--- src/rtl/ps2_pkg.sv ---
// rtl/ps2_pkg.sv - shared types and constants for the PS/2 keymap decoder
package ps2_pkg;

    typedef enum logic [1:0] {
        ST_IDLE,
        ST_GOT_E0,
        ST_GOT_F0,
        ST_GOT_E0F0
    } ps2_state_t;

    localparam logic [7:0] PS2_PREFIX_EXT = 8'hE0;
    localparam logic [7:0] PS2_PREFIX_BRK = 8'hF0;

    // Slot order: 0=W/up, 1=S/down, 2=A/left, 3=D/right
    localparam logic [7:0] PS2_CODE_W = 8'h1D;
    localparam logic [7:0] PS2_CODE_S = 8'h1B;
    localparam logic [7:0] PS2_CODE_A = 8'h1C;
    localparam logic [7:0] PS2_CODE_D = 8'h23;

    localparam logic [7:0] PS2_ASCII_W = 8'd87;
    localparam logic [7:0] PS2_ASCII_S = 8'd83;
    localparam logic [7:0] PS2_ASCII_A = 8'd65;
    localparam logic [7:0] PS2_ASCII_D = 8'd68;

    localparam logic [31:0] PS2_WASD_CODES = {PS2_CODE_D, PS2_CODE_A, PS2_CODE_S, PS2_CODE_W};
    localparam logic [31:0] PS2_WASD_ASCII = {PS2_ASCII_D, PS2_ASCII_A, PS2_ASCII_S, PS2_ASCII_W};

    // Extended (E0-prefixed) arrow codes aliasing slots 0-3
    localparam logic [7:0] PS2_EXT_UP    = 8'h75;
    localparam logic [7:0] PS2_EXT_DOWN  = 8'h72;
    localparam logic [7:0] PS2_EXT_LEFT  = 8'h6B;
    localparam logic [7:0] PS2_EXT_RIGHT = 8'h74;

    localparam logic [31:0] PS2_ARROW_CODES = {PS2_EXT_RIGHT, PS2_EXT_LEFT, PS2_EXT_DOWN, PS2_EXT_UP};

    typedef struct packed {
        logic       make;
        logic [7:0] ascii;
    } ps2_event_t;

endpackage

--- src/rtl/ps2_event_fifo.sv ---
// rtl/ps2_event_fifo.sv - first-word fall-through event FIFO with sticky overflow
module ps2_event_fifo
    import ps2_pkg::*;
#(
    parameter int DEPTH = 8
) (
    input  logic                     inclock,
    input  logic                     reset,
    input  logic                     push,
    input  logic [8:0]               push_data,
    input  logic                     pop,
    output logic [8:0]               head_data,
    output logic                     valid,
    output logic                     full,
    output logic [$clog2(DEPTH):0]   count,
    output logic                     overflow
);

    localparam int AW = $clog2(DEPTH);

    logic [8:0]    mem [DEPTH];
    logic [AW-1:0] wr_ptr;
    logic [AW-1:0] rd_ptr;
    logic          pop_fire;
    logic          push_fire;
    logic          drop;

    assign valid     = (count != '0);
    assign full      = (count == (AW+1)'(DEPTH));
    assign head_data = mem[rd_ptr];

    // A same-cycle pop frees the slot, so a push into a full FIFO still lands
    assign pop_fire  = pop && valid;
    assign push_fire = push && (!full || pop_fire);
    assign drop      = push && full && !pop_fire;

    // Storage write; contents need no reset since count gates visibility
    always_ff @(posedge inclock) begin
        if (push_fire) begin
            mem[wr_ptr] <= push_data;
        end
    end

    // Pointers, occupancy and sticky overflow
    always_ff @(posedge inclock) begin
        if (reset) begin
            wr_ptr   <= '0;
            rd_ptr   <= '0;
            count    <= '0;
            overflow <= 1'b0;
        end else begin
            if (push_fire) begin
                wr_ptr <= wr_ptr + 1'b1;
            end
            if (pop_fire) begin
                rd_ptr <= rd_ptr + 1'b1;
            end
            case ({push_fire, pop_fire})
                2'b10:   count <= count + 1'b1;
                2'b01:   count <= count - 1'b1;
                default: count <= count;
            endcase
            if (drop) begin
                overflow <= 1'b1;
            end
        end
    end

endmodule

--- src/rtl/ps2_keymap_decoder.sv ---
// rtl/ps2_keymap_decoder.sv - PS/2 set-2 parser, held-key bitmap and event queue; PS2_EXT_KEYS_EN adds arrow aliases
module ps2_keymap_decoder
    import ps2_pkg::*;
#(
    parameter int                    NUM_KEYS       = 4,
    parameter logic [NUM_KEYS*8-1:0] KEY_CODES      = PS2_WASD_CODES,
    parameter logic [NUM_KEYS*8-1:0] KEY_ASCII      = PS2_WASD_ASCII,
    parameter int                    FIFO_DEPTH     = 8,
    parameter int                    TIMEOUT_CYCLES = 2_500_000
) (
    input  logic                          inclock,
    input  logic                          reset,
    input  logic [7:0]                    rx_data,
    input  logic                          rx_valid,
    output logic [NUM_KEYS-1:0]           key_held,
    output logic                          any_held,
    output logic                          evt_valid,
    input  logic                          evt_ready,
    output logic                          evt_make,
    output logic [7:0]                    evt_ascii,
    output logic [$clog2(FIFO_DEPTH):0]   evt_count,
    output logic                          overflow,
    output logic [7:0]                    last_ascii
);

    localparam int TMO_W = (TIMEOUT_CYCLES > 1) ? $clog2(TIMEOUT_CYCLES) : 1;

    ps2_state_t    state;
    ps2_state_t    state_nxt;
    logic [TMO_W-1:0] tmo_cnt;
    logic          tmo_hit;

    logic          resolve;
    logic          res_ext;
    logic          res_brk;

    logic          hit;
    logic [NUM_KEYS-1:0] hit_oh;
    logic [7:0]    hit_ascii;
    logic          hit_held;

    logic          do_press;
    logic          do_release;
    ps2_event_t    push_evt;
    ps2_event_t    head_evt;
    logic [8:0]    head_data;
    logic          fifo_full;

    assign tmo_hit = (state != ST_IDLE) && !rx_valid &&
                     (tmo_cnt == TMO_W'(TIMEOUT_CYCLES - 1));

    // Parser state register
    always_ff @(posedge inclock) begin
        if (reset) begin
            state <= ST_IDLE;
        end else begin
            state <= state_nxt;
        end
    end

    // Prefix abandonment counter: runs only while a sequence is half-received
    always_ff @(posedge inclock) begin
        if (reset || state == ST_IDLE || rx_valid || tmo_hit) begin
            tmo_cnt <= '0;
        end else begin
            tmo_cnt <= tmo_cnt + 1'b1;
        end
    end

    // Next-state and resolve strobes; the final byte of a sequence fires resolve
    always_comb begin
        state_nxt = state;
        resolve   = 1'b0;
        res_ext   = 1'b0;
        res_brk   = 1'b0;
        case (state)
            ST_IDLE: begin
                if (rx_valid) begin
                    if (rx_data == PS2_PREFIX_EXT) begin
                        state_nxt = ST_GOT_E0;
                    end else if (rx_data == PS2_PREFIX_BRK) begin
                        state_nxt = ST_GOT_F0;
                    end else begin
                        resolve = 1'b1;
                    end
                end
            end
            ST_GOT_E0: begin
                if (rx_valid) begin
                    if (rx_data == PS2_PREFIX_BRK) begin
                        state_nxt = ST_GOT_E0F0;
                    end else begin
                        resolve   = 1'b1;
                        res_ext   = 1'b1;
                        state_nxt = ST_IDLE;
                    end
                end else if (tmo_hit) begin
                    state_nxt = ST_IDLE;
                end
            end
            ST_GOT_F0: begin
                if (rx_valid) begin
                    resolve   = 1'b1;
                    res_brk   = 1'b1;
                    state_nxt = ST_IDLE;
                end else if (tmo_hit) begin
                    state_nxt = ST_IDLE;
                end
            end
            ST_GOT_E0F0: begin
                if (rx_valid) begin
                    resolve   = 1'b1;
                    res_ext   = 1'b1;
                    res_brk   = 1'b1;
                    state_nxt = ST_IDLE;
                end else if (tmo_hit) begin
                    state_nxt = ST_IDLE;
                end
            end
            default: state_nxt = ST_IDLE;
        endcase
    end

    // Slot lookup; scanning from the top down leaves the lowest matching slot as winner
    always_comb begin
        hit       = 1'b0;
        hit_oh    = '0;
        hit_ascii = 8'h00;
        hit_held  = 1'b0;
        if (resolve && !res_ext) begin
            for (int i = NUM_KEYS - 1; i >= 0; i--) begin
                if (rx_data == KEY_CODES[i*8 +: 8]) begin
                    hit       = 1'b1;
                    hit_oh    = '0;
                    hit_oh[i] = 1'b1;
                    hit_ascii = KEY_ASCII[i*8 +: 8];
                    hit_held  = key_held[i];
                end
            end
        end
`ifdef PS2_EXT_KEYS_EN
        if (resolve && res_ext) begin
            for (int i = 3; i >= 0; i--) begin
                if (rx_data == PS2_ARROW_CODES[i*8 +: 8]) begin
                    hit       = 1'b1;
                    hit_oh    = '0;
                    hit_oh[i] = 1'b1;
                    hit_ascii = KEY_ASCII[i*8 +: 8];
                    hit_held  = key_held[i];
                end
            end
        end
`endif
    end

    // Typematic repeats and breaks of unheld keys fall out as no-ops here
    assign do_press      = hit && !res_brk && !hit_held;
    assign do_release    = hit && res_brk && hit_held;
    assign push_evt.make  = do_press;
    assign push_evt.ascii = hit_ascii;

    // Held-key bitmap and last accepted press
    always_ff @(posedge inclock) begin
        if (reset) begin
            key_held   <= '0;
            last_ascii <= 8'h00;
        end else begin
            if (do_press) begin
                key_held   <= key_held | hit_oh;
                last_ascii <= hit_ascii;
            end else if (do_release) begin
                key_held <= key_held & ~hit_oh;
            end
        end
    end

    assign any_held = |key_held;

    ps2_event_fifo #(
        .DEPTH (FIFO_DEPTH)
    ) u_fifo (
        .inclock   (inclock),
        .reset     (reset),
        .push      (do_press || do_release),
        .push_data (push_evt),
        .pop       (evt_ready),
        .head_data (head_data),
        .valid     (evt_valid),
        .full      (fifo_full),
        .count     (evt_count),
        .overflow  (overflow)
    );

    assign head_evt  = ps2_event_t'(head_data);
    assign evt_make  = head_evt.make;
    assign evt_ascii = head_evt.ascii;

endmodule
--- config.mk ---
export PLATFORM = sky130hd
export DESIGN_NAME = ps2_keymap_decoder
export DESIGN_NICKNAME = d
export VERILOG_FILES = /design/src/rtl/ps2_pkg.sv /design/src/rtl/ps2_event_fifo.sv /design/src/rtl/ps2_keymap_decoder.sv
export SDC_FILE = /design/constraint.sdc
export NUM_CORES = 1
export LEC_CHECK = 0
export BUFFER_PORTS_ARGS = -buffer_cell sky130_fd_sc_hd__buf_4
export CORE_MARGIN = 10
export CORE_UTILIZATION = 30
export DETAILED_ROUTE_END_ITERATION = 7
export GPL_TIMING_DRIVEN = 0
export PLACE_DENSITY_LB_ADDON = 0.2
export SLEW_MARGIN = 0
export SYNTH_ARGS = -nofsm -noshare
export SYNTH_HDL_FRONTEND = slang
export SYNTH_SLANG_ARGS = --single-unit
--- constraint.sdc ---
create_clock -name inclock -period 4.4 [get_ports inclock]
set_clock_uncertainty 0.15 [all_clocks]
set_input_delay 0.88 -clock inclock [delete_from_list [all_inputs] [get_ports inclock]]
set_output_delay 0.88 -clock inclock [all_outputs]
set_load 0.005 [all_outputs]
==> Yosys cells after proc, flatten, opt, wreduce, memory -nomap -nowiden <==
Memories as Yosys holds them, arrays and structs flattened. A register that Yosys moved wholly into a read port is not among the register bits.
Cells that the tools add are included.
Widths: inputs -> output; s select.
{ "op_classes": {"addsub": 5, "eq_ne": 15, "bitwise": 3, "muxes": 43, "reduce_logical": 30} }
{ "ops": {"columns": ["operator", "count"], "rows": [
  ["$mux 8", 4],
  ["$mux 4", 7],
  ["$eq 8x5->1 const B", 3],
  ["$add 22x1->22 const B", 1],
  ["$eq 22x22->1 const B", 1],
  ["$mux 1", 18],
  ["$eq 8x8->1 const B", 2],
  ["$mux 2", 7],
  ["$logic_and 1x1->1", 11],
  ["$eq 8x6->1 const B", 1],
  ["$pmux 4 s2", 1],
  ["$mux 7", 1],
  ["$add 3x1->3 const B", 2],
  ["$eq 2x2->1 const B", 3],
  ["$logic_not 1->1", 6],
  ["$mux 3", 2],
  ["$pmux 2 s3", 1],
  ["$reduce_bool 2->1", 3],
  ["$logic_or 1x1->1", 5],
  ["$add 4x1->4 const B", 1],
  ["$and 4x4->4", 1],
  ["$eq 2x1->1 const B", 2],
  ["$eq 4x4->1 const B", 1],
  ["$not 4->4", 1],
  ["11 further kinds", 11]
]} }
{ "word_totals": {"mem_bits_rw": 72, "output_inout_bits": 28, "in_bits": 12, "memories": 1, "ff_bits": 47} }
{ "memory_table": {"columns": ["name", "depth", "word_bits", "read_ports", "rd_clocked_by_memory_dff", "wr", "line", "rtl"], "rows": [
  ["u_fifo.mem", 8, 9, 1, 1, 1, "ps2_event_fifo.sv:21", "logic [8:0] mem [DEPTH];"]
]} }

==> Longest topological paths before layout <==
Gate-level depths: netlist of the first run.
{ "depth": {"depth_word": 13, "mapped_depth": 15} }

==> Cells and area by module <==
From an unflattened synthesis of the first run, not the netlist that was laid out.
{ "unflattened": {"hier_cells": 404, "hier_area_um2": 5257.5} }
{ "by_module_without_submodules": {"columns": ["module", "area_per_inst_um2", "seq_area_each_um2", "instances", "cells_per_inst"], "rows": [
  ["ps2_event_fifo", 3479.6, 2442.3, 1, 194],
  ["ps2_keymap_decoder", 1778.0, 640.6, 1, 210]
]} }

==> Least setup slack after synthesis of the first run <==
OpenSTA, ideal clock, no wires.
{ "synth_timing": {"path_type": "input to register", "from": "in rx_data[3]", "to": "reg u_fifo.count[2]", "n_path_buf": 0, "stages": 13, "t_arrival_ps": 3432, "setup_slack_ps": 748, "cell_sequence": "or3b_2 a221o_1 inv_2 nand2_1 nor3_4 inv_2 ha_1 xor2_1 ha_1 a21oi_1 xor2_1 or3_1 a21oi_1"} }
{ "synth_between": {"elab_chain_cells": 13, "elab_cells_between_ends": 35, "cone_classes": "eq/ne (8); mux (17); reduce/logical (10)"} }
{ "synth_lines": {"columns": ["element", "line", "rtl"], "rows": [
  ["start, declared", "ps2_keymap_decoder.sv:13", "input logic [7:0] rx_data,"],
  ["$eq 8x8->1", "ps2_keymap_decoder.sv:81, ps2_keymap_decoder.sv:90", null],
  ["$mux 1", "ps2_keymap_decoder.sv:81, ps2_keymap_decoder.sv:90", null],
  ["$mux 1 (on tied branches)", "ps2_keymap_decoder.sv:79, ps2_keymap_decoder.sv:89", null],
  ["$mux 1 / $pmux 1 s2 (equally long branches)", "ps2_keymap_decoder.sv:78, ps2_keymap_decoder.sv:76", null],
  ["$pmux 1 s3 / $logic_not 1->1 (equally long branches)", "ps2_keymap_decoder.sv:76, ps2_keymap_decoder.sv:130", null],
  ["$logic_and 1x1->1", "ps2_keymap_decoder.sv:130", "if (resolve && !res_ext) begin"],
  ["$mux 1", "ps2_keymap_decoder.sv:130", null],
  ["$logic_and 1x1->1 (tied with other cells)", "ps2_keymap_decoder.sv:157", "assign do_press = hit && !res_brk && !hit_held;"],
  ["$logic_and 1x1->1 (on tied branches)", "ps2_keymap_decoder.sv:157, ps2_keymap_decoder.sv:158", null],
  ["$logic_or 1x1->1 *", "ps2_keymap_decoder.sv:184", ".push (do_press || do_release),"],
  ["$logic_and 1x1->1 *", "ps2_event_fifo.sv:34", "assign push_fire = push && (!full || pop_fire);"],
  ["$eq 2x1->1 / $eq 2x2->1 (equally long branches)", "ps2_event_fifo.sv:58", "case ({push_fire, pop_fire})"],
  ["$pmux 4 s2 / $reduce_bool 2->1 (equally long branches)", null, null],
  ["end signal, assigned", "ps2_event_fifo.sv:59", "2'b10: count <= count + 1'b1;"],
  ["end signal, assigned", "ps2_event_fifo.sv:60", "2'b01: count <= count - 1'b1;"],
  ["end signal, assigned", "ps2_event_fifo.sv:61", "default: count <= count;"],
  ["end, declared", "ps2_event_fifo.sv:15", "output logic [$clog2(DEPTH):0] count,"]
]} }
Every way passes the cells marked *; elsewhere a longest branch is shown, timed or not.
A chain may end at the register's enable or synchronous reset.

==> Final worst setup path of the first run <==
Ends and elaborated chain as after synthesis.

==> results of run 1 <==
==> final cells by class <==
cell class | count | area (sq um) | area share [%]
well taps | 172 | 215 | 4.55
inverters | 12 | 45.0 | 0.952
clock inverters | 7 | 87.6 | 1.85
clock buffers | 9 | 225 | 4.76
plain buffers | 17 | 97.6 | 2.06
flip-flops and latches | 86 | 2120 | 44.9
repair buffers | 32 | 240 | 5.08
multi-input cells | 246 | 1700 | 35.9
==> worst max-delay path: cells and delay by family <==
kind | cells | cell delay (ns)
compound gates | 3 | 0.69
xor+xnor | 2 | 0.25
fa+ha+maj | 2 | 0.47
buf+inv | 3 | 0.45
simple gates | 4 | 1.12
==> cells by family after synthesis <==
logic type      synth area share [%]
compound gates                  6.89
xor+xnor                        5.78
fa+ha+maj                       1.90
buf+inv                         3.62
flops                           53.8
mux                             8.44
other cells                   0.0951
simple gates                    19.5
==> stage by stage <==
step / power (mW) / util, %
final: 1.68 / 37.2
after CTS: 1.70 / 37.2
after global routing: 1.74 / 37.2
after detailed placement: 0.907 / 34.7
after global placement: 0.906 / 34.7
after floorplan: 0.882 / -
==> Yosys cell counts (3+ instances only) <==
master and instances:
sky130_fd_sc_hd__dfxtp_1 46, sky130_fd_sc_hd__mux4_2 10, sky130_fd_sc_hd__nor3_1 9, sky130_fd_sc_hd__inv_1 10, sky130_fd_sc_hd__and3_1 4, sky130_fd_sc_hd__ha_1 6
sky130_fd_sc_hd__nor2_1 46, sky130_fd_sc_hd__xnor2_1 7, sky130_fd_sc_hd__o21ai_0 6, sky130_fd_sc_hd__clkbuf_1 3, sky130_fd_sc_hd__buf_4 8, sky130_fd_sc_hd__or4_1 4
sky130_fd_sc_hd__mux2i_1 4, sky130_fd_sc_hd__nand4_1 7, sky130_fd_sc_hd__or3_1 4, sky130_fd_sc_hd__a22o_1 3, sky130_fd_sc_hd__xor2_1 19, sky130_fd_sc_hd__buf_1 3
sky130_fd_sc_hd__mux2_2 5, sky130_fd_sc_hd__a21oi_1 18, sky130_fd_sc_hd__nor4_1 5, sky130_fd_sc_hd__nand2_1 28, sky130_fd_sc_hd__nand3_1 10, sky130_fd_sc_hd__and4_1 6
sky130_fd_sc_hd__nor2b_1 7, sky130_fd_sc_hd__edfxtp_1 40
==> routing by layer <==
| layer | up-vias | GRT usage [%] | part of all wire, % |
|---|---|---|---|
| li1 | 1387 | - | - |
| met1 | 1299 | 11.8 | 48 |
| met2 | 48 | 15.5 | 46 |
| met3 | 11 | 3.00 | 4.6 |
| met4 | 0 | 3.63 | 1.4 |
| met5 | - | 0 | 0 |
==> how the worst min path moves through the flow <==
| stage | from | end | slack [ns] |
|---|---|---|---|
| final | tmo_cnt[0] | tmo_cnt[0] | 0.32 |
| after global routing | tmo_cnt[0] | tmo_cnt[0] | 0.34 |
| after CTS | tmo_cnt[0] | tmo_cnt[0] | 0.32 |
| after detailed placement | tmo_cnt[0] | tmo_cnt[0] | 0.31 |
| after global placement | tmo_cnt[0] | tmo_cnt[0] | 0.30 |
| after floorplan | tmo_cnt[0] | tmo_cnt[0] | 0.28 |
==> registers in the layout (all words and copies together), names as in the netlist, named ones only <==
register         count
last_ascii           4
state                2
tmo_cnt             22
u_fifo.count         4
u_fifo.mem          40
u_fifo.overflow      1
u_fifo.rd_ptr        3
u_fifo.wr_ptr        3
==> power groups by stage <==
stage	logic (mW)	clock network, mW	registers (mW)
floorplan	0.0304	0	0.851
finish	0.0547	0.790	0.834
global route	0.0618	0.845	0.834
detailed placement	0.0549	0	0.852
global placement	0.0547	0	0.852
CTS	0.0552	0.813	0.834
==> impl_summary.log, run 1 <==
[metrics] result of the run: completed
[metrics] top fanout value on the critical path: 10
[metrics] ratio of cells with drive above 1 in the final layout: 20.0%
[metrics] Synth warnings: 0
[metrics] placement row count: 41
[metrics] antenna diode count: 0
[metrics] proportion of register bits with asynchronous set or reset after synthesis: 0%
[metrics] Rel. slew slack: roughly 15%
[metrics] Clock Power Share: 47.1%
[metrics] hold buffer count at CTS: 0
[metrics] number of flops mapped to enable cells by yosys: 40
[metrics] number of cell instances on the worst register-to-register path: 14
[metrics] Post-Syn Area per Cell: 11.1 sq um
[metrics] dpl cell area: 0.00442 sq mm
[metrics] Residual DRC: 0
[metrics] maximum number of pins on one net before global-route repair: 18
[metrics] number of I/O pins: 40
[metrics] detailed-route wire length per cell: 14.7 um
[metrics] arrival time at the worst endpoint: 3.88 ns
[metrics] flip-flop and latch count after synthesis: 86
[metrics] main flop type after synthesis: sky130_fd_sc_hd__dfxtp_1
[metrics] maximum clock insertion buffer count: 2
[metrics] internal power consumption: 1.31 mW
[metrics] number of post-CTS setup repair buffers: 0
[metrics] launching instance or port of the critical path: rx_data[3]
[metrics] post-placement setup slack: 0.206 ns
[metrics] post-synthesis instance area: 0.00394 sq mm
[metrics] critical-path cell list: buf_4 > or3b_2 > a221o_1 > inv_2 > nand2_1 > nor3_4 > inv_2 > ha_1 > xor2_1 > ha_1 > a21oi_1 > xor2_1 > or3_1 > a21oi_1
[metrics] PostCTS Resize Cnt: 0
[metrics] fraction of the cycle the final worst path needs: 85.4%
[metrics] fin crit period: 3.76 ns
[metrics] WL final: 8.51 mm
[metrics] antenna violations before repair: 0
[metrics] vias per cell: 4.72
[metrics] final HPWL from detailed placement: 6.22 mm
[metrics] global-route total usage across every layer: around a tenth
[metrics] Reg power frac: 49.7%
[metrics] Reg clk slew, reported paths: around 0.07 ns
[metrics] static leakage: 1.61 nW
[metrics] top-area cell type share of the netlist area: a little under a third
[metrics] Tightest Hold Check Type: reg -> reg
[metrics] area of the die: around 0.018 sq mm
[metrics] number of max-cap violations: 0
[metrics] floorplan die width: roughly 130 um
[metrics] Crit Path Class: in -> reg
[metrics] detailed-routing iteration count for the pre-antenna-repair pass: 4
[metrics] worst setup slack for register-to-register paths: between 1 and 1.5 ns
[metrics] sort of element at the end of the critical path: register
[metrics] initial standard-cell utilization of the core: 31.0%
[metrics] TritonCTS clock tree: yes
[metrics] cts bufs inserted: 9
[metrics] Worst setup endpoint: u_fifo.count[2]
[metrics] aggregate global routing overflow: 0
[metrics] Port Buffers: 32
[metrics] total via count in the routed design: between 2000 and 3000
[metrics] Finished Layout Cells: 581
[metrics] setup total negative slack: 0 ns
[metrics] number of routed nets with antenna violations: 0
[metrics] slew of the pin with the lowest slew margin: between 1 and 1.5 ns
[metrics] core area: 0.0127 sq mm
[metrics] maximum clock frequency: 266 MHz
[metrics] reg-to-reg critical path endpoint: u_fifo.count[2]
[metrics] # clock sinks: 86
[metrics] Clk Latency, worst-skew pair: between 0.3 and 0.4 ns
[metrics] worst path setup slack after routing: 0.643 ns
[metrics] worst hold path stage count: 1
[metrics] largest stage delay on the critical path: between 0.4 and 0.5 ns
[metrics] instance count of the mapped netlist: 356
[metrics] Seq/Total Area, Yosys: about 54%
[metrics] synth unique cells: 56
[metrics] RSZ-0062 raised after global routing: false
[metrics] Root Driver: sky130_fd_sc_hd__clkbuf_16
[metrics] max-slew violation count: 0
[metrics] required time of the critical path: 4.52 ns
[metrics] Hold Fails Final Rpt: 0
[metrics] Synth area leaders: sky130_fd_sc_hd__edfxtp_1 (30%), sky130_fd_sc_hd__dfxtp_1 (23%), sky130_fd_sc_hd__mux4_2 (5.7%)
[metrics] power per unit of standard cell area: 355 mW/mm^2
[metrics] start of the worst register-to-register path: state[1]
[metrics] count of routing violations after the opening detailed-route iteration: 127
[metrics] final weighted congestion of routability-driven global placement: 0.790
[metrics] number of nets in the finished design: 422
[metrics] power dissipated by switching net loads: 0.367 mW
[metrics] Final setup viols: 0
[metrics] layout-stage area growth over the synthesis result: 20.0%
[metrics] via count of the first global-routing pass: 2710
[metrics] peak supply drop: ~0.00015 V
[metrics] Vert. Die Dim: 135 um
[metrics] Synth area leader: sky130_fd_sc_hd__edfxtp_1
[metrics] combinational cell fraction of total power: 3.3%
[metrics] hold slack final: 0.318 ns
[metrics] Layout fillers: 1310
[metrics] instance count after placement with tap cells included: 565
[metrics] Critical Path Slowest Stage Cell: sky130_fd_sc_hd__or3b_2
[metrics] first-pass GRT wire length: 13.9 mm
[metrics] post-route standard cell area excluding fillers: 0.00473 sq mm
[metrics] number of H-tree branching levels: 3
[metrics] top library cells by usage in the layout, fill and taps aside: sky130_fd_sc_hd__nor2_1 (46), sky130_fd_sc_hd__dfxtp_1 (46), sky130_fd_sc_hd__buf_4 (40), sky130_fd_sc_hd__edfxtp_1 (40), sky130_fd_sc_hd__nand2_1 (28)
[metrics] critical path startpoint category: primary input
[metrics] switching power share of the total: 21.9%
Power figures use the tool's default switching activity.
==> run 2: changes to the inputs <==
--- a/config.mk
+++ b/config.mk
@@ -5,6 +5,7 @@
 export SDC_FILE = /design/constraint.sdc
 export NUM_CORES = 1
 export LEC_CHECK = 0
+export ABC_AREA = 1
 export BUFFER_PORTS_ARGS = -buffer_cell sky130_fd_sc_hd__buf_4
 export CORE_MARGIN = 10
 export CORE_UTILIZATION = 30
==> run 2 against run 1 <==
Sequential cell count is the same. Synthesized cell count grew 43%. Hold slack lost 0.026 ns. Total power grew 26%. Fmax grew 15%. Critical path type unchanged.
==> impl_summary.log, run 2 <==
[metrics] setup total negative slack: 0 ns (unchanged)
[metrics] Vert. Die Dim: 139 um (was 135 um)
[metrics] Hold Fails Final Rpt: 0 (unchanged)
[metrics] count leader, synth: sky130_fd_sc_hd__nor2_1
[metrics] Port Buffers: 33 (was 32)
[metrics] Residual DRC: 0 (unchanged)
[metrics] final HPWL from detailed placement: 7.14 mm (was 6.22 mm)
[metrics] area of the die: 0.0192 sq mm (was 0.0181 sq mm)
[metrics] hold slack final: 0.292 ns (was 0.318 ns)
[metrics] Rel. slew slack: 50.4% (was 14.8%)
[metrics] detailed-route wire length per cell: 12.7 um (was 14.7 um)
[metrics] Synth area leaders: sky130_fd_sc_hd__edfxtp_1 (28%), sky130_fd_sc_hd__dfxtp_1 (22%), sky130_fd_sc_hd__nor2_1 (8.7%) (was sky130_fd_sc_hd__edfxtp_1 (30%), sky130_fd_sc_hd__dfxtp_1 (23%), sky130_fd_sc_hd__mux4_2 (5.7%))
[metrics] floorplan die width: 139 um (was 135 um)
[metrics] arrival time at the worst endpoint: 3.34 ns (was 3.88 ns)
[metrics] reg-to-reg critical path endpoint: u_fifo.count[2] (unchanged)
[metrics] maximum clock frequency: 307 MHz (was 266 MHz)
[metrics] top library cells by usage in the layout, fill and taps aside: sky130_fd_sc_hd__nor2_1 (98), sky130_fd_sc_hd__nand2_1 (73), sky130_fd_sc_hd__inv_1 (58), sky130_fd_sc_hd__dfxtp_1 (46), sky130_fd_sc_hd__buf_4 (41) (was sky130_fd_sc_hd__nor2_1 (46), sky130_fd_sc_hd__dfxtp_1 (46), sky130_fd_sc_hd__buf_4 (40), sky130_fd_sc_hd__edfxtp_1 (40), sky130_fd_sc_hd__nand2_1 (28))
[metrics] Seq/Total Area, Yosys: 50.2% (was 53.8%)
[metrics] main flop type after synthesis: sky130_fd_sc_hd__dfxtp_1 (unchanged)
[metrics] Crit Path Class: in -> reg (unchanged)
[metrics] count of routing violations after the opening detailed-route iteration: 185 (was 127)
[metrics] post-synthesis instance area: 0.00423 sq mm (was 0.00394 sq mm)
[metrics] number of post-CTS setup repair buffers: 0 (unchanged)
[metrics] most frequent standard cell in the layout excluding fill and tap cells: sky130_fd_sc_hd__nor2_1
[metrics] instance count after placement with tap cells included: 727 (was 565)
[metrics] power consumption: 2.11 mW (was 1.68 mW)
[metrics] proportion of register bits with asynchronous set or reset after synthesis: 0% (unchanged)
[metrics] flip-flop and latch count after synthesis: 86 (unchanged)
[metrics] Reg clk slew, reported paths: 0.06 ns (was 0.07 ns)
[metrics] number of I/O pins: 40 (unchanged)
[metrics] number of routed nets with antenna violations: 0 (unchanged)
[metrics] antenna violations before repair: 0 (unchanged)
[metrics] initial standard-cell utilization of the core: 30.6% (was 31.0%)
[metrics] result of the run: completed (unchanged)
[metrics] placement row count: 43 (was 41)
[metrics] core area: 0.0138 sq mm (was 0.0127 sq mm)
[metrics] number of max-cap violations: 0 (unchanged)
[metrics] largest registers: u_fifo.mem: 40 flops, tmo_cnt: 22 flops (unchanged)
[metrics] layout-stage area growth over the synthesis result: 18.5% (was 20.0%)
[metrics] number of cell instances on the worst register-to-register path: 17 (was 14)
[metrics] peak supply drop: 0.000263 V (was 0.000146 V)
[metrics] critical path startpoint category: primary input (unchanged)
[metrics] Finished Layout Cells: 743 (was 581)
[metrics] number of nets in the finished design: 576 (was 422)
[metrics] synth unique cells: 40 (was 56)
[metrics] Root Driver: sky130_fd_sc_hd__clkbuf_16 (unchanged)
[metrics] total via count in the routed design: 3366 (was 2745)
[metrics] sort of element at the end of the critical path: register (unchanged)
[metrics] WL final: 9.44 mm (was 8.51 mm)
[metrics] number of H-tree branching levels: 3 (unchanged)
[metrics] PostCTS Resize Cnt: 0 (unchanged)
[metrics] Final setup viols: 0 (unchanged)
[metrics] ratio of cells with drive above 1 in the final layout: 16.9% (was 20.0%)
[metrics] # clock sinks: 86 (unchanged)
[metrics] cts bufs inserted: 9 (unchanged)
[metrics] fraction of the cycle the final worst path needs: 74.0% (was 85.4%)
[metrics] Synth warnings: 0 (unchanged)
[metrics] most numerous cell types in the synthesized netlist: sky130_fd_sc_hd__nor2_1 (98), sky130_fd_sc_hd__nand2_1 (73), sky130_fd_sc_hd__inv_1 (58), sky130_fd_sc_hd__dfxtp_1 (46), sky130_fd_sc_hd__edfxtp_1 (40) (was sky130_fd_sc_hd__dfxtp_1 (46), sky130_fd_sc_hd__nor2_1 (46), sky130_fd_sc_hd__edfxtp_1 (40), sky130_fd_sc_hd__nand2_1 (28), sky130_fd_sc_hd__xor2_1 (19))
[metrics] final weighted congestion of routability-driven global placement: 0.805 (was 0.790)
[metrics] Post-Syn Area per Cell: 8.30 sq um (was 11.1 sq um)
[metrics] worst setup slack for register-to-register paths: 1.64 ns (was 1.02 ns)
[metrics] maximum number of pins on one net before global-route repair: 15 (was 18)
[metrics] global-route total usage across every layer: 10.1% (was 9.66%)
[metrics] required time of the critical path: 4.49 ns (was 4.52 ns)
[metrics] static leakage: 1.89 nW (was 1.61 nW)
[metrics] instance count of the mapped netlist: 509 (was 356)
[metrics] maximum clock insertion buffer count: 2 (unchanged)
[metrics] hold buffer count at CTS: 0 (unchanged)
[metrics] slew of the pin with the lowest slew margin: 0.745 ns (was 1.27 ns)
[metrics] vias per cell: 4.53 (was 4.72)
[metrics] Layout fillers: 1417 (was 1310)
[metrics] Largest register FFs: 40 (unchanged)
[metrics] Clk Latency, worst-skew pair: 0.34 ns (about the same)
[metrics] source of the worst hold timing path: u_fifo.rd_ptr[2] (was tmo_cnt[0])
[metrics] worst path setup slack after routing: 1.14 ns (was 0.643 ns)
[metrics] aggregate global routing overflow: 0 (unchanged)
[metrics] max-slew violation count: 0 (unchanged)
[metrics] Synth area leader: sky130_fd_sc_hd__edfxtp_1 (unchanged)
[metrics] fin crit period: 3.26 ns (was 3.76 ns)
[metrics] first-pass GRT wire length: 15.9 mm (was 13.9 mm)
[metrics] post-placement setup slack: 0.781 ns (was 0.206 ns)
[metrics] antenna diode count: 0 (unchanged)
[metrics] via count of the first global-routing pass: 3280 (was 2710)
[metrics] top fanout value on the critical path: 14 (was 10)
[metrics] RSZ-0062 raised after global routing: false (unchanged)
[metrics] Tightest Hold Check Type: reg -> reg (unchanged)
[metrics] start of the worst register-to-register path: state[1] (unchanged)
[metrics] TritonCTS clock tree: yes (unchanged)
[metrics] detailed-routing iteration count for the pre-antenna-repair pass: 4 (unchanged)
[metrics] power per unit of standard cell area: 422 mW/mm^2 (was 355 mW/mm^2)
[metrics] top register by number of flip-flops: u_fifo.mem (unchanged)
[metrics] number of flops mapped to enable cells by yosys: 40 (unchanged)
[metrics] worst hold path stage count: 1 (unchanged)
[metrics] top-area cell type share of the netlist area: 28.4% (was 30.5%)
==> run 2: cell count changes after synthesis, sizes merged, moves of 6 or more <==
cell,change
a21oi,+14
and4,-6
inv,+51
mux2,-6
mux4,-10
nand2,+55
nand3,+10
nor2,+58
nor2b,-7
o21ai,+29
xnor2,-6
xor2,-14
==> run 2: cells by family after synthesis <==
| logic type | after synthesis | share of synthesized area, % |
|---|---|---|
| AO/OA/AOI/OAI | 79 | 10.2 |
| XOR/XNOR | 6 | 1.24 |
| adder cells (fa/ha/maj) | 6 | 1.78 |
| buffers and inverters | 82 | 8.23 |
| flip-flops | 86 | 50.2 |
| other | 1 | 0.0887 |
| AND/OR/NAND/NOR | 249 | 28.2 |
==> run 2: final cells by class <==
type | count | area (sq um) | share of cell area (%)
flip-flops and latches | 86 | 2120 | 42.4
multi-input cells | 346 | 1780 | 35.4
repair buffers | 33 | 248 | 4.95
inverters | 65 | 244 | 4.87
clock buffers | 11 | 233 | 4.65
well taps | 180 | 225 | 4.50
plain buffers | 17 | 104 | 2.07
clock inverters | 5 | 58.8 | 1.17
==> run 2: worst max path at each step <==
stage | startpoint | to | slack, ns | cells past startpoint
6_report | rx_data[2] | u_fifo.count[2] | 1.14 | 21
4_1_cts | rx_data[2] | u_fifo.count[2] | 1.15 | 21
3_5_place_dp | rx_data[2] | u_fifo.count[2] | 0.78 | 21
3_3_place_gp | rx_data[6] | u_fifo.count[2] | 0.83 | 21
2_1_floorplan | rx_data[5] | u_fifo.count[2] | 1.20 | 20
5_1_grt | rx_data[5] | u_fifo.count[2] | 0.83 | 21
==> run 2: critical path, stage by stage <==
cell	delay (ns)
sky130_fd_sc_hd__buf_4	0.11
sky130_fd_sc_hd__inv_1	0.07
sky130_fd_sc_hd__nand2_1	0.05
sky130_fd_sc_hd__nor2_1	0.18
sky130_fd_sc_hd__nand2_1	0.11
sky130_fd_sc_hd__nand4_2	0.13
sky130_fd_sc_hd__inv_2	0.07
sky130_fd_sc_hd__nor2_8	0.22
sky130_fd_sc_hd__nand3_4	0.10
sky130_fd_sc_hd__nand2_4	0.09
sky130_fd_sc_hd__buf_6	0.14
sky130_fd_sc_hd__nand2_1	0.08
sky130_fd_sc_hd__ha_1	0.26
sky130_fd_sc_hd__nand2_1	0.08
sky130_fd_sc_hd__inv_1	0.05
sky130_fd_sc_hd__nor2_1	0.12
sky130_fd_sc_hd__ha_1	0.16
sky130_fd_sc_hd__a21oi_1	0.05
sky130_fd_sc_hd__xor2_1	0.17
sky130_fd_sc_hd__o21ai_0	0.15
sky130_fd_sc_hd__inv_1	0.05
==> run 2: per-layer routing <==
layer | vias up | GRT usage (%) | routed length [um]
li1 | 1756 | - | -
met1 | 1551 | 11.0 | 4170
met2 | 49 | 17.9 | 4830
met3 | 10 | 3.32 | 338
met4 | 0 | 3.29 | 104
met5 | - | 0 | 0
==> run 2: power by group <==
part           switching, mW  leakage, nW  internal [mW]
clock                  0.304        0.136          0.441
sequential            0.0275        0.743          0.860
combinational          0.276         1.01          0.204
total                  0.607         1.89           1.51
==> run 2: metrics by stage <==
stage          cell area, sq um  util (%)
3_5_place_dp               4720      34.1
6_report                   5010      36.2
5_1_grt                    5010      36.2
4_1_cts                    5010      36.2
2_1_floorplan              4250         -
3_3_place_gp               4720      34.1
==> run 3: changes to the inputs <==
==> constraint.sdc (replaced) <==
create_clock -name inclock -period 3.3 [get_ports inclock]
set_clock_uncertainty 0.15 [all_clocks]
set_input_delay 0.66 -clock inclock [delete_from_list [all_inputs] [get_ports inclock]]
set_output_delay 0.66 -clock inclock [all_outputs]
set_load 0.005 [all_outputs]
==> run 3 against run 2 <==
Setup slack worse by 0.81 ns. Core utilization is 0.11 points higher. Sequential share of layout area decreased by 0.13 points. Total power is 33% higher. Hold slack about the same. Non-clock buffer count up 2. Design area is 0.30% higher. Count of clock-buffer cells in the layout is the same. Register-to-register slack worse by 1.0 ns.
==> impl_summary.log, run 3 (synthesis results as in run 2) <==
[metrics] Hold Fails Final Rpt: 0 (unchanged)
[metrics] floorplan die width: 139 um (unchanged)
[metrics] cts bufs inserted: 9 (unchanged)
[metrics] critical-path cell list: buf_4 > inv_1 > nand2_1 > nor2_4 > nand2_2 > o21ai_2 > inv_2 > nand2_2 > nand4_2 > nand2_4 > buf_6 > nand2_1 > ha_1 > nand2_1 > inv_1 > nor2_1 > ha_1 > a21oi_1 > xor2_1 > o21ai_0 > inv_1 (was buf_4 > inv_1 > nand2_1 > nor2_1 > nand2_1 > nand4_2 > inv_2 > nor2_8 > nand3_4 > nand2_4 > buf_6 > nand2_1 > ha_1 > nand2_1 > inv_1 > nor2_1 > ha_1 > a21oi_1 > xor2_1 > o21ai_0 > inv_1)
[metrics] Clk Latency, worst-skew pair: 0.34 ns (about the same)
[metrics] Levels on crit path: 21 (unchanged)
[metrics] layout-stage area growth over the synthesis result: 18.9% (was 18.5%)
[metrics] aggregate global routing overflow: 0 (unchanged)
[metrics] Reg power frac: 42.0% (about the same)
[metrics] Worst setup endpoint: u_fifo.count[2] (unchanged)
[metrics] Reg clk slew, reported paths: 0.06 ns (about the same)
[metrics] via count of the first global-routing pass: 3280 (unchanged)
[metrics] power dissipated by switching net loads: 0.810 mW (was 0.607 mW)
[metrics] peak supply drop: 0.000351 V (was 0.000263 V)
[metrics] antenna diode count: 0 (unchanged)
[metrics] global-route total usage across every layer: 10.1% (unchanged)
[metrics] detailed-routing iteration count for the pre-antenna-repair pass: 4 (unchanged)
[metrics] number of max-cap violations: 0 (unchanged)
[metrics] crit-path leading delay family: simple AND/OR/NAND/NOR gates (unchanged)
[metrics] first-pass GRT wire length: 15.9 mm (unchanged)
[metrics] PostCTS Resize Cnt: 0 (unchanged)
[metrics] Final setup viols: 0 (unchanged)
[metrics] ratio of cells with drive above 1 in the final layout: 17.2% (was 16.9%)
[metrics] post-placement setup slack: -0.0990 ns (was 0.781 ns)
[metrics] worst setup slack for register-to-register paths: 0.60 ns (was 1.64 ns)
[metrics] arrival time at the worst endpoint: 3.06 ns (was 3.34 ns)
[metrics] instance count after placement with tap cells included: 727 (unchanged)
[metrics] fraction of the cycle the final worst path needs: 90.0%
[metrics] setup total negative slack: 0 ns (unchanged)
[metrics] area of the die: 0.0192 sq mm (unchanged)
[metrics] launching instance or port of the critical path: rx_data[6] (was rx_data[2])
[metrics] detailed-route wire length per cell: 12.7 um (about the same)
[metrics] # clock sinks: 86 (unchanged)
[metrics] Crit Path Class: in -> reg (unchanged)
[metrics] maximum number of pins on one net before global-route repair: 15 (unchanged)
[metrics] max-slew violation count: 0 (unchanged)
[metrics] Port Buffers: 33 (unchanged)
[metrics] hold buffer count at CTS: 0 (unchanged)
[metrics] maximum clock frequency: roughly 340 MHz
[metrics] Root Driver: sky130_fd_sc_hd__clkbuf_16 (unchanged)
[metrics] WL final: 9.46 mm (was 9.44 mm)
[metrics] maximum clock insertion buffer count: 2 (unchanged)
[metrics] core area: 0.0138 sq mm (unchanged)
[metrics] slew of the pin with the lowest slew margin: 0.733 ns (was 0.745 ns)
[metrics] total via count in the routed design: 3379 (was 3366)
[metrics] number of H-tree branching levels: 3 (unchanged)
[metrics] Clock Power Share: 35.3% (about the same)
[metrics] result of the run: completed (unchanged)
[metrics] Vert. Die Dim: 139 um (unchanged)
[metrics] switching power share of the total: 28.7% (was 28.8%)
[metrics] Tightest Hold Check Type: reg -> reg (unchanged)
[metrics] Finished Layout Cells: 745 (was 743)
[metrics] initial standard-cell utilization of the core: 30.6% (unchanged)
[metrics] vias per cell: 4.54 (was 4.53)
[metrics] most frequent standard cell in the layout excluding fill and tap cells: sky130_fd_sc_hd__nor2_1 (unchanged)
[metrics] worst path setup slack after routing: 0.329 ns (was 1.14 ns)
[metrics] start of the worst register-to-register path: state[1] (unchanged)
[metrics] largest stage delay on the critical path: 0.26 ns (about the same)
[metrics] TritonCTS clock tree: yes (unchanged)
[metrics] Residual DRC: 0 (unchanged)
[metrics] final weighted congestion of routability-driven global placement: 0.805 (unchanged)
[metrics] Largest register FFs: 40 (unchanged)
[metrics] hold slack final: 0.292 ns (about the same)
[metrics] antenna violations before repair: 0 (unchanged)
[metrics] sort of element at the end of the critical path: register (unchanged)
[metrics] RSZ-0062 raised after global routing: false (unchanged)
[metrics] Rel. slew slack: 51.2% (was 50.4%)
[metrics] required time of the critical path: 3.39 ns (was 4.49 ns)
[metrics] count of routing violations after the opening detailed-route iteration: 177 (was 185)
[metrics] fin crit period: 2.97 ns
[metrics] number of cell instances on the worst register-to-register path: 17 (unchanged)
[metrics] top fanout value on the critical path: 10 (was 14)
[metrics] number of post-CTS setup repair buffers: 0 (unchanged)
[metrics] top library cells by usage in the layout, fill and taps aside: sky130_fd_sc_hd__nor2_1 (98), sky130_fd_sc_hd__nand2_1 (73), sky130_fd_sc_hd__inv_1 (58), sky130_fd_sc_hd__dfxtp_1 (46), sky130_fd_sc_hd__buf_4 (43) (was sky130_fd_sc_hd__nor2_1 (98), sky130_fd_sc_hd__nand2_1 (73), sky130_fd_sc_hd__inv_1 (58), sky130_fd_sc_hd__dfxtp_1 (46), sky130_fd_sc_hd__buf_4 (41))
[metrics] largest registers: u_fifo.mem: 40 flops, tmo_cnt: 22 flops (unchanged)
[metrics] number of routed nets with antenna violations: 0 (unchanged)
[metrics] internal power consumption: 2.01 mW (was 1.51 mW)
[metrics] Critical Path Slowest Stage Cell: sky130_fd_sc_hd__ha_1 (unchanged)
[metrics] reg-to-reg critical path endpoint: u_fifo.count[2] (unchanged)
[metrics] combinational cell fraction of total power: 22.7% (about the same)
[metrics] final HPWL from detailed placement: 7.14 mm (unchanged)
[metrics] number of nets in the finished design: 578 (was 576)
[metrics] number of buffer and inverter instances along the worst setup path: 6 (unchanged)
[metrics] number of I/O pins: 40 (unchanged)
[metrics] power per unit of standard cell area: 561 mW/mm^2 (was 422 mW/mm^2)
[metrics] critical path startpoint category: primary input (unchanged)
[metrics] top register by number of flip-flops: u_fifo.mem (unchanged)
[metrics] placement row count: 43 (unchanged)
[metrics] static leakage: 1.90 nW (was 1.89 nW)
[run 3: cell types whose count changed in the layout (fill, tap and decap cells not counted), sizes merged]
| cell | before | now |
|---|---|---|
| buf | 44 | 46 |
[run 3: power by group through the flow]
stage | clock network, mW | registers [mW] | logic [mW]
floorplan | 0 | 1.20 | 0.388
global placement | 0 | 1.21 | 0.629
detailed placement | 0 | 1.21 | 0.645
CTS | 1.03 | 1.18 | 0.648
global route | 1.07 | 1.19 | 0.729
finish | 0.994 | 1.18 | 0.640
[run 3: cell type report]
class                           instances  area, sq um
Buffer                                 17          104
Clock buffer                           11          233
Clock inverter                          5         58.8
Fill cell                            1415         8800
Inverter                               65          244
Multi-Input combinational cell        346         1780
Sequential cell                        86         2120
Tap cell                              180          225
Timing Repair Buffer                   35          263
[run 3: worst min-delay path by stage]
stage,startpoint,to,slack [ns],depth (start not counted)
detailed placement,u_fifo.rd_ptr[2],register,0.28,1
global route,u_fifo.rd_ptr[2],register,0.33,1
global placement,u_fifo.rd_ptr[2],u_fifo.rd_ptr[2],0.28,1
finish,u_fifo.rd_ptr[2],register,0.29,1
CTS,u_fifo.rd_ptr[2],register,0.29,1
floorplan,u_fifo.rd_ptr[2],register,0.26,1
[run 3: stage by stage]
| step | utilization [%] | area [sq um] | power (mW) |
|---|---|---|---|
| 2_1_floorplan | - | 4250 | 1.59 |
| 3_3_place_gp | 34.1 | 4720 | 1.84 |
| 3_5_place_dp | 34.1 | 4720 | 1.85 |
| 4_1_cts | 36.2 | 5010 | 2.86 |
| 5_1_grt | 36.3 | 5020 | 2.99 |
| 6_report | 36.3 | 5020 | 2.82 |
[run 3: layer usage]
| metal | share of wire [%] | GRT usage, % | vias to the layer above |
|---|---|---|---|
| li1 | - | - | 1763 |
| met1 | 44 | 11.0 | 1552 |
| met2 | 51 | 17.9 | 53 |
| met3 | 3.7 | 3.32 | 11 |
| met4 | 1.5 | 3.29 | 0 |
| met5 | 0 | 0 | - |
